File: src/rtl/rv_ctrl_pkg.sv
// Shared encodings for the multi-cycle RV32I control unit:
// opcodes, FSM states, opcode classes and datapath select codes.
package rv_ctrl_pkg;

    localparam logic [6:0] OP_R      = 7'b0110011;
    localparam logic [6:0] OP_I      = 7'b0010011;
    localparam logic [6:0] OP_LOAD   = 7'b0000011;
    localparam logic [6:0] OP_STORE  = 7'b0100011;
    localparam logic [6:0] OP_BRANCH = 7'b1100011;
    localparam logic [6:0] OP_JAL    = 7'b1101111;
    localparam logic [6:0] OP_JALR   = 7'b1100111;
    localparam logic [6:0] OP_LUI    = 7'b0110111;
    localparam logic [6:0] OP_AUIPC  = 7'b0010111;
    localparam logic [6:0] OP_FENCE  = 7'b0001111;
    localparam logic [6:0] OP_SYSTEM = 7'b1110011;

    localparam logic [24:0] SYS_ECALL  = 25'h0000000;
    localparam logic [24:0] SYS_EBREAK = 25'h0002000;

    typedef enum logic [3:0] {
        S_FETCH,
        S_FETCH_WAIT,
        S_DECODE,
        S_EXECUTE,
        S_MEM_REQ,
        S_MEM_WAIT,
        S_WRITEBACK,
        S_TRAP,
        S_HALT
    } state_t;

    typedef enum logic [3:0] {
        C_R, C_I, C_LOAD, C_STORE, C_BRANCH, C_JAL,
        C_JALR, C_LUI, C_AUIPC, C_FENCE, C_SYSTEM, C_ILLEGAL
    } cls_t;

    localparam logic [1:0] PC_PLUS4 = 2'b00;
    localparam logic [1:0] PC_REL   = 2'b01;
    localparam logic [1:0] PC_ALU   = 2'b10;
    localparam logic [1:0] PC_TRAP  = 2'b11;

    localparam logic [1:0] WB_ALU = 2'b00;
    localparam logic [1:0] WB_MEM = 2'b01;
    localparam logic [1:0] WB_PC4 = 2'b10;

    localparam logic [1:0] SRCA_RS1  = 2'b00;
    localparam logic [1:0] SRCA_PC   = 2'b01;
    localparam logic [1:0] SRCA_ZERO = 2'b10;

    localparam logic [1:0] ALU_ADD   = 2'b00;
    localparam logic [1:0] ALU_BR    = 2'b01;
    localparam logic [1:0] ALU_FUNCT = 2'b10;

    localparam logic [1:0] CAUSE_NONE    = 2'b00;
    localparam logic [1:0] CAUSE_ILLEGAL = 2'b01;
    localparam logic [1:0] CAUSE_BUS     = 2'b10;
    localparam logic [1:0] CAUSE_ENV     = 2'b11;

endpackage

File: src/rtl/multicycle_control_unit_classifier.sv
// Combinational opcode classifier: instr -> class, legality and
// ECALL/EBREAK detection.
module opcode_classifier
    import rv_ctrl_pkg::*;
(
    input  logic [31:0] i_instr,
    output cls_t        o_cls,
    output logic        o_illegal,
    output logic        o_env
);

    logic w_sys_ok;

    assign w_sys_ok = (i_instr[31:7] == SYS_ECALL) ||
                      (i_instr[31:7] == SYS_EBREAK);

    always_comb begin
        o_cls = C_ILLEGAL;
        case (i_instr[6:0])
            OP_R:      o_cls = C_R;
            OP_I:      o_cls = C_I;
            OP_LOAD:   o_cls = C_LOAD;
            OP_STORE:  o_cls = C_STORE;
            OP_BRANCH: o_cls = C_BRANCH;
            OP_JAL:    o_cls = C_JAL;
            OP_JALR:   o_cls = C_JALR;
            OP_LUI:    o_cls = C_LUI;
            OP_AUIPC:  o_cls = C_AUIPC;
            OP_FENCE:  o_cls = C_FENCE;
            OP_SYSTEM: o_cls = C_SYSTEM;
            default:   o_cls = C_ILLEGAL;
        endcase
    end

    assign o_env     = (i_instr[6:0] == OP_SYSTEM) && w_sys_ok;
    assign o_illegal = (o_cls == C_ILLEGAL) ||
                       ((o_cls == C_SYSTEM) && !w_sys_ok);

endmodule

File: src/rtl/multicycle_control_unit.sv
// Moore-style control FSM for a multi-cycle RV32I datapath with
// bounded memory waits, traps and a retired-instruction counter.
module multicycle_control_unit
    import rv_ctrl_pkg::*;
#(
    parameter int MEM_TIMEOUT = 16,
    parameter bit TRAP_HALT   = 1'b0,
    parameter int CNT_W       = 32
) (
    input  logic             clk,
    input  logic             rst,
    input  logic [31:0]      instr,
    input  logic             branch_taken,
    input  logic             mem_req_ready,
    input  logic             mem_rsp_valid,
    output logic             mem_req_valid,
    output logic             mem_req_write,
    output logic             mem_addr_sel,
    output logic             ir_write,
    output logic             pc_write,
    output logic [1:0]       pc_src,
    output logic [1:0]       alu_op_type,
    output logic [1:0]       alu_src_a,
    output logic             alu_src_b,
    output logic [1:0]       wb_sel,
    output logic             reg_write_en,
    output logic             trap,
    output logic [1:0]       trap_cause,
    output logic             halted,
    output logic [CNT_W-1:0] instret_count
);

    localparam int TW = $clog2(MEM_TIMEOUT + 1);
    localparam logic [TW-1:0] TMO_LAST = TW'(MEM_TIMEOUT - 1);

    state_t           r_state, w_next;
    cls_t             r_cls, w_cls;
    logic             w_illegal, w_env;
    logic [TW-1:0]    r_tmo;
    logic             r_rst_q;
    logic [1:0]       r_cause, w_cause;
    logic [CNT_W-1:0] r_cnt;
    logic             w_retire, w_wait, w_hs, w_expire;

    opcode_classifier u_cls (
        .i_instr   (instr),
        .o_cls     (w_cls),
        .o_illegal (w_illegal),
        .o_env     (w_env)
    );

    // First FETCH cycle after reset stays quiet so an aborted request drops.
    always_comb begin
        w_wait = 1'b0;
        w_hs   = 1'b0;
        case (r_state)
            S_FETCH: begin
                w_wait = !r_rst_q;
                w_hs   = !r_rst_q && mem_req_ready;
            end
            S_MEM_REQ: begin
                w_wait = 1'b1;
                w_hs   = mem_req_ready;
            end
            S_FETCH_WAIT, S_MEM_WAIT: begin
                w_wait = 1'b1;
                w_hs   = mem_rsp_valid;
            end
            default: ;
        endcase
    end

    assign w_expire = w_wait && !w_hs && (r_tmo == TMO_LAST);

    always_comb begin
        w_next        = r_state;
        w_cause       = r_cause;
        w_retire      = 1'b0;
        mem_req_valid = 1'b0;
        mem_req_write = 1'b0;
        mem_addr_sel  = 1'b0;
        ir_write      = 1'b0;
        pc_write      = 1'b0;
        pc_src        = PC_PLUS4;
        alu_op_type   = ALU_ADD;
        alu_src_a     = SRCA_RS1;
        alu_src_b     = 1'b0;
        wb_sel        = WB_ALU;
        reg_write_en  = 1'b0;
        trap          = 1'b0;
        halted        = 1'b0;
        case (r_state)
            S_FETCH: begin
                mem_req_valid = !r_rst_q;
                if (w_hs) begin
                    w_next = S_FETCH_WAIT;
                end else if (w_expire) begin
                    w_next  = S_TRAP;
                    w_cause = CAUSE_BUS;
                end
            end
            S_FETCH_WAIT: begin
                if (w_hs) begin
                    ir_write = 1'b1;
                    pc_write = 1'b1;
                    w_next   = S_DECODE;
                end else if (w_expire) begin
                    w_next  = S_TRAP;
                    w_cause = CAUSE_BUS;
                end
            end
            S_DECODE: begin
                if (w_illegal) begin
                    w_next  = S_TRAP;
                    w_cause = CAUSE_ILLEGAL;
                end else if (w_env) begin
                    w_next  = S_TRAP;
                    w_cause = CAUSE_ENV;
                end else if (w_cls == C_FENCE) begin
                    w_next   = S_FETCH;
                    w_retire = 1'b1;
                end else begin
                    w_next = S_EXECUTE;
                end
            end
            S_EXECUTE: begin
                w_next = S_WRITEBACK;
                case (r_cls)
                    C_R: alu_op_type = ALU_FUNCT;
                    C_I: begin
                        alu_op_type = ALU_FUNCT;
                        alu_src_b   = 1'b1;
                    end
                    C_LOAD, C_STORE: begin
                        alu_src_b = 1'b1;
                        w_next    = S_MEM_REQ;
                    end
                    C_LUI: begin
                        alu_src_a = SRCA_ZERO;
                        alu_src_b = 1'b1;
                    end
                    C_AUIPC: begin
                        alu_src_a = SRCA_PC;
                        alu_src_b = 1'b1;
                    end
                    C_BRANCH: begin
                        alu_op_type = ALU_BR;
                        pc_write    = branch_taken;
                        pc_src      = branch_taken ? PC_REL : PC_PLUS4;
                        w_next      = S_FETCH;
                        w_retire    = 1'b1;
                    end
                    C_JAL: begin
                        pc_write = 1'b1;
                        pc_src   = PC_REL;
                    end
                    C_JALR: begin
                        alu_src_b = 1'b1;
                        pc_write  = 1'b1;
                        pc_src    = PC_ALU;
                    end
                    default: ;
                endcase
            end
            S_MEM_REQ: begin
                mem_req_valid = 1'b1;
                mem_addr_sel  = 1'b1;
                mem_req_write = (r_cls == C_STORE);
                if (w_hs) begin
                    w_next = S_MEM_WAIT;
                end else if (w_expire) begin
                    w_next  = S_TRAP;
                    w_cause = CAUSE_BUS;
                end
            end
            S_MEM_WAIT: begin
                if (w_hs) begin
                    if (r_cls == C_STORE) begin
                        w_next   = S_FETCH;
                        w_retire = 1'b1;
                    end else begin
                        w_next = S_WRITEBACK;
                    end
                end else if (w_expire) begin
                    w_next  = S_TRAP;
                    w_cause = CAUSE_BUS;
                end
            end
            S_WRITEBACK: begin
                reg_write_en = 1'b1;
                if (r_cls == C_LOAD) begin
                    wb_sel = WB_MEM;
                end else if (r_cls == C_JAL || r_cls == C_JALR) begin
                    wb_sel = WB_PC4;
                end
                w_next   = S_FETCH;
                w_retire = 1'b1;
            end
            S_TRAP: begin
                trap = 1'b1;
                if (TRAP_HALT) begin
                    w_next = S_HALT;
                end else begin
                    pc_write = 1'b1;
                    pc_src   = PC_TRAP;
                    w_next   = S_FETCH;
                end
            end
            S_HALT: halted = 1'b1;
            default: w_next = S_FETCH;
        endcase
    end

    always_ff @(posedge clk) begin
        if (rst) begin
            r_state <= S_FETCH;
            r_cls   <= C_R;
            r_tmo   <= '0;
            r_cause <= CAUSE_NONE;
            r_cnt   <= '0;
        end else begin
            r_state <= w_next;
            r_cause <= w_cause;
            if (r_state == S_DECODE) begin
                r_cls <= w_cls;
            end
            if (w_wait && !w_hs && !w_expire) begin
                r_tmo <= r_tmo + TW'(1);
            end else begin
                r_tmo <= '0;
            end
            if (w_retire) begin
                r_cnt <= r_cnt + CNT_W'(1);
            end
        end
    end

    always_ff @(posedge clk) begin
        r_rst_q <= rst;
    end

    assign trap_cause    = r_cause;
    assign instret_count = r_cnt;

endmodule
File: config.mk
export PLATFORM = sky130hd
export DESIGN_NAME = multicycle_control_unit
export DESIGN_NICKNAME = d
export VERILOG_FILES = /design/src/rtl/rv_ctrl_pkg.sv /design/src/rtl/multicycle_control_unit_classifier.sv /design/src/rtl/multicycle_control_unit.sv
export SDC_FILE = /design/constraint.sdc
export NUM_CORES = 1
export LEC_CHECK = 0
export BUFFER_PORTS_ARGS = -buffer_cell sky130_fd_sc_hd__buf_2
export CORE_ASPECT_RATIO = 0.6
export CORE_MARGIN = 4
export CORE_UTILIZATION = 51
export DETAILED_ROUTE_END_ITERATION = 6
export PLACE_DENSITY = 0.8
export SYNTH_ARGS = -nofsm -noshare
export SYNTH_HDL_FRONTEND = slang
export SYNTH_SLANG_ARGS = --single-unit
File: constraint.sdc
create_clock -name clk -period 3.3 [get_ports clk]
set_input_delay 0.165 -clock clk [delete_from_list [all_inputs] [get_ports clk]]
set_output_delay 0.165 -clock clk [all_outputs]
set_load 0.005 [all_outputs]
==> qor.yml <==
rsz0062_at_grt: "false"
grt_usage_pct: 22.0
ant_nets: 0
drive_gt1_share_pct: 24.6
clock_skew_ns: 0.00862
seq_area_frac_synth_pct: 35.3
yosys_warnings: 0
critPathRequiredTime_ns: 3.53
synth_compound_area_share_pct: 22.8
insertion_delay_ns: 0.31
start_util_pct: 53.4
final_common_cell: "buf_2"
crit_arrival_ns: 2.97
cts_tree: "done"
grt.overflow.total: 0
cts_buffer_depth: 2
cts.sinks: 48
synth_area_leaders: "dfxtp_1, a21oi_1, o31ai_1"
post-cts-setup-buffers: 0
synth_top_family_by_area: "simple AND/OR/NAND/NOR gates"
synth_simple_gate_area_share_pct: 32.1
fillers: 470
drt_iter0_drc: 171
muxShareOfSynthArea_pct: 0.735
vdd_drop_max_v: 0.000167
totalWireLength_mm: 7.25
cts_buffers: 5
period_needed_ns: 2.74
routed_via_density: 5.99
dieArea_um2: 6620
yosysTopAreaCell: "dfxtp_1"
grt_first_pass_wirelength_mm: 11.8
drv_slew: 0
die_w_um: 102
fmax_mhz: 365
layout_common_cells: "buf_2, dfxtp_1, a21oi_1"
placementRows: 20
io_buffers: 86
start_kind: "flop"
cts.hold.buffers_added: 0
path_class: "flop to flop"
num_io_pins: 88
htreeDepth: 2
wire_per_inst_um: 14.9
grt_pass1_vias: 2489
synth_nets: 382
grt_max_degree: 43
cts-resized-gates: 0
relSlewSlack_pct: 28.2
final-hold-violation-count: 0
synth_edf_count: 0
vias: 2903
period_share_pct: 83.1
crit_fanout: 27
core_um2: 5100
gp_congestion: 0.812
worst-slew-pin-transition_ns: 1.06
drc: 0
hold_path_class: "input pin to flop"
antennaDiodeCount: 0
p_per_area_nw_per_um2: 410
fin_nets: 459
crit_path_end_kind: "flop"
synth_top_cell_area_share_pct: 35.3
synth_cell_types: 58
grt_antenna_before_repair: 0
first_pass_iters: 4
drv_cap: 0
run_status: "finished clean"
ys.flop_type: "dfxtp_1"
ys_seq_elements: 48
async_reset_ff_share_pct: 0
clock-root-buffer: "clkbuf_8"
synth_area_per_cell_um2: 7.97
setup_viol: 0
finalPower_mw: 1.34
netlist_instances: 342
synth_xor_area_share_pct: 2.57
syn_to_final_growth_pct: 19.6
fin_setup_tns_ns: 0
yosys.area_share.adder_pct: 1.38
syn-cell-area_um2: 2730
hpwl_mm: 5.35
path_clk_slew_ns: 0.09
fp.dieH_um: 64.6
power_leakage_nw: 1.28
==> where the power goes <==
part	internal [mW]	leakage, nW	switching [mW]
combinational	0.141	0.849	0.153
sequential	0.617	0.388	0.0849
clock	0.145	0.0410	0.196
==> critical path, stage by stage, from the launching register on <==
cell and delay [ns]:
dfxtp_1 0.56, or4b_4 0.55, or4_4 0.56, a31o_4 0.34
or4_1 0.49, a21oi_1 0.15
==> final timing paths <==
| path | from | end | depth (start not counted) | slack [ns] |
|---|---|---|---|---|
| worst min register to register | r_tmo[0] | r_tmo[0] | 1 | 0.45 |
| worst max-delay path | r_state[1] | instret_count[20] | 5 | 0.56 |
| worst max register to register | r_state[1] | instret_count[20] | 5 | 0.56 |
| worst min-delay path | instr[5] | r_cls[2] | 3 | 0.21 |
==> registers in the layout (all words and copies together), names as in the netlist <==
| register | cells |
|---|---|
| r_state | 4 |
| trap_cause | 2 |
| r_cls | 4 |
| r_tmo | 5 |
| instret_count | 32 |
| r_rst_q | 1 |
==> cell families (layout without fill, tap and decap cells) <==
group,Yosys count,in the layout
simple gates,149,149
compound gates,97,97
buf+inv,35,112
fa+ha+maj,3,3
mux,2,2
flops,48,48
xor+xnor,8,8
==> cells in the mapped netlist (3+ instances only) <==
cell type	instances
ha_1	3
o21ai_0	15
nand3_1	14
xnor2_1	5
nor3b_1	3
and2_1	4
and3_1	3
o31ai_1	17
dfxtp_1	48
o21ai_1	4
nor4_1	8
a21oi_1	34
or3_1	15
nand4_1	9
and4_1	4
nor2_1	29
inv_1	16
nand2_1	18
a31oi_1	4
nand4bb_1	3
nor2b_1	4
xor2_1	3
a311oi_1	3
or4_1	13
nand2b_1	4
nor3_1	7
clkbuf_1	15
==> metal layers <==
metal | vias up | wire length (um) | global-route usage, %
met5 | - | 0 | 0
met4 | 0 | 42 | 4.42
met3 | 5 | 508 | 5.48
met2 | 74 | 3100 | 31.8
met1 | 1376 | 3600 | 32.8
li1 | 1448 | - | -
==> area by class of cell <==
cell class                 count  area [um^2]  area share, %
multi-input combinational    259         1620           49.8
sequential                    48          961           29.5
timing repair buffer          89          453           13.9
tap                           66         82.6           2.53
clock buffer                   6         72.6           2.23
inverter                      16         60.1           1.84
clock inverter                 1         5.00          0.154
==> through the flow <==
step	utilization, %	instances	setup slack, ns	hold slack (ns)	area (um^2)
2_1_floorplan	-	342	0.939	0.193	2730
3_3_place_gp	62.3	478	0.650	0.436	3180
3_5_place_dp	62.3	478	0.592	0.437	3180
4_1_cts	63.8	485	0.567	0.203	3260
5_1_grt	63.8	485	0.428	0.239	3260
6_report	63.8	485	0.559	0.213	3260
Note: power is estimated with default switching activity, not from simulation.
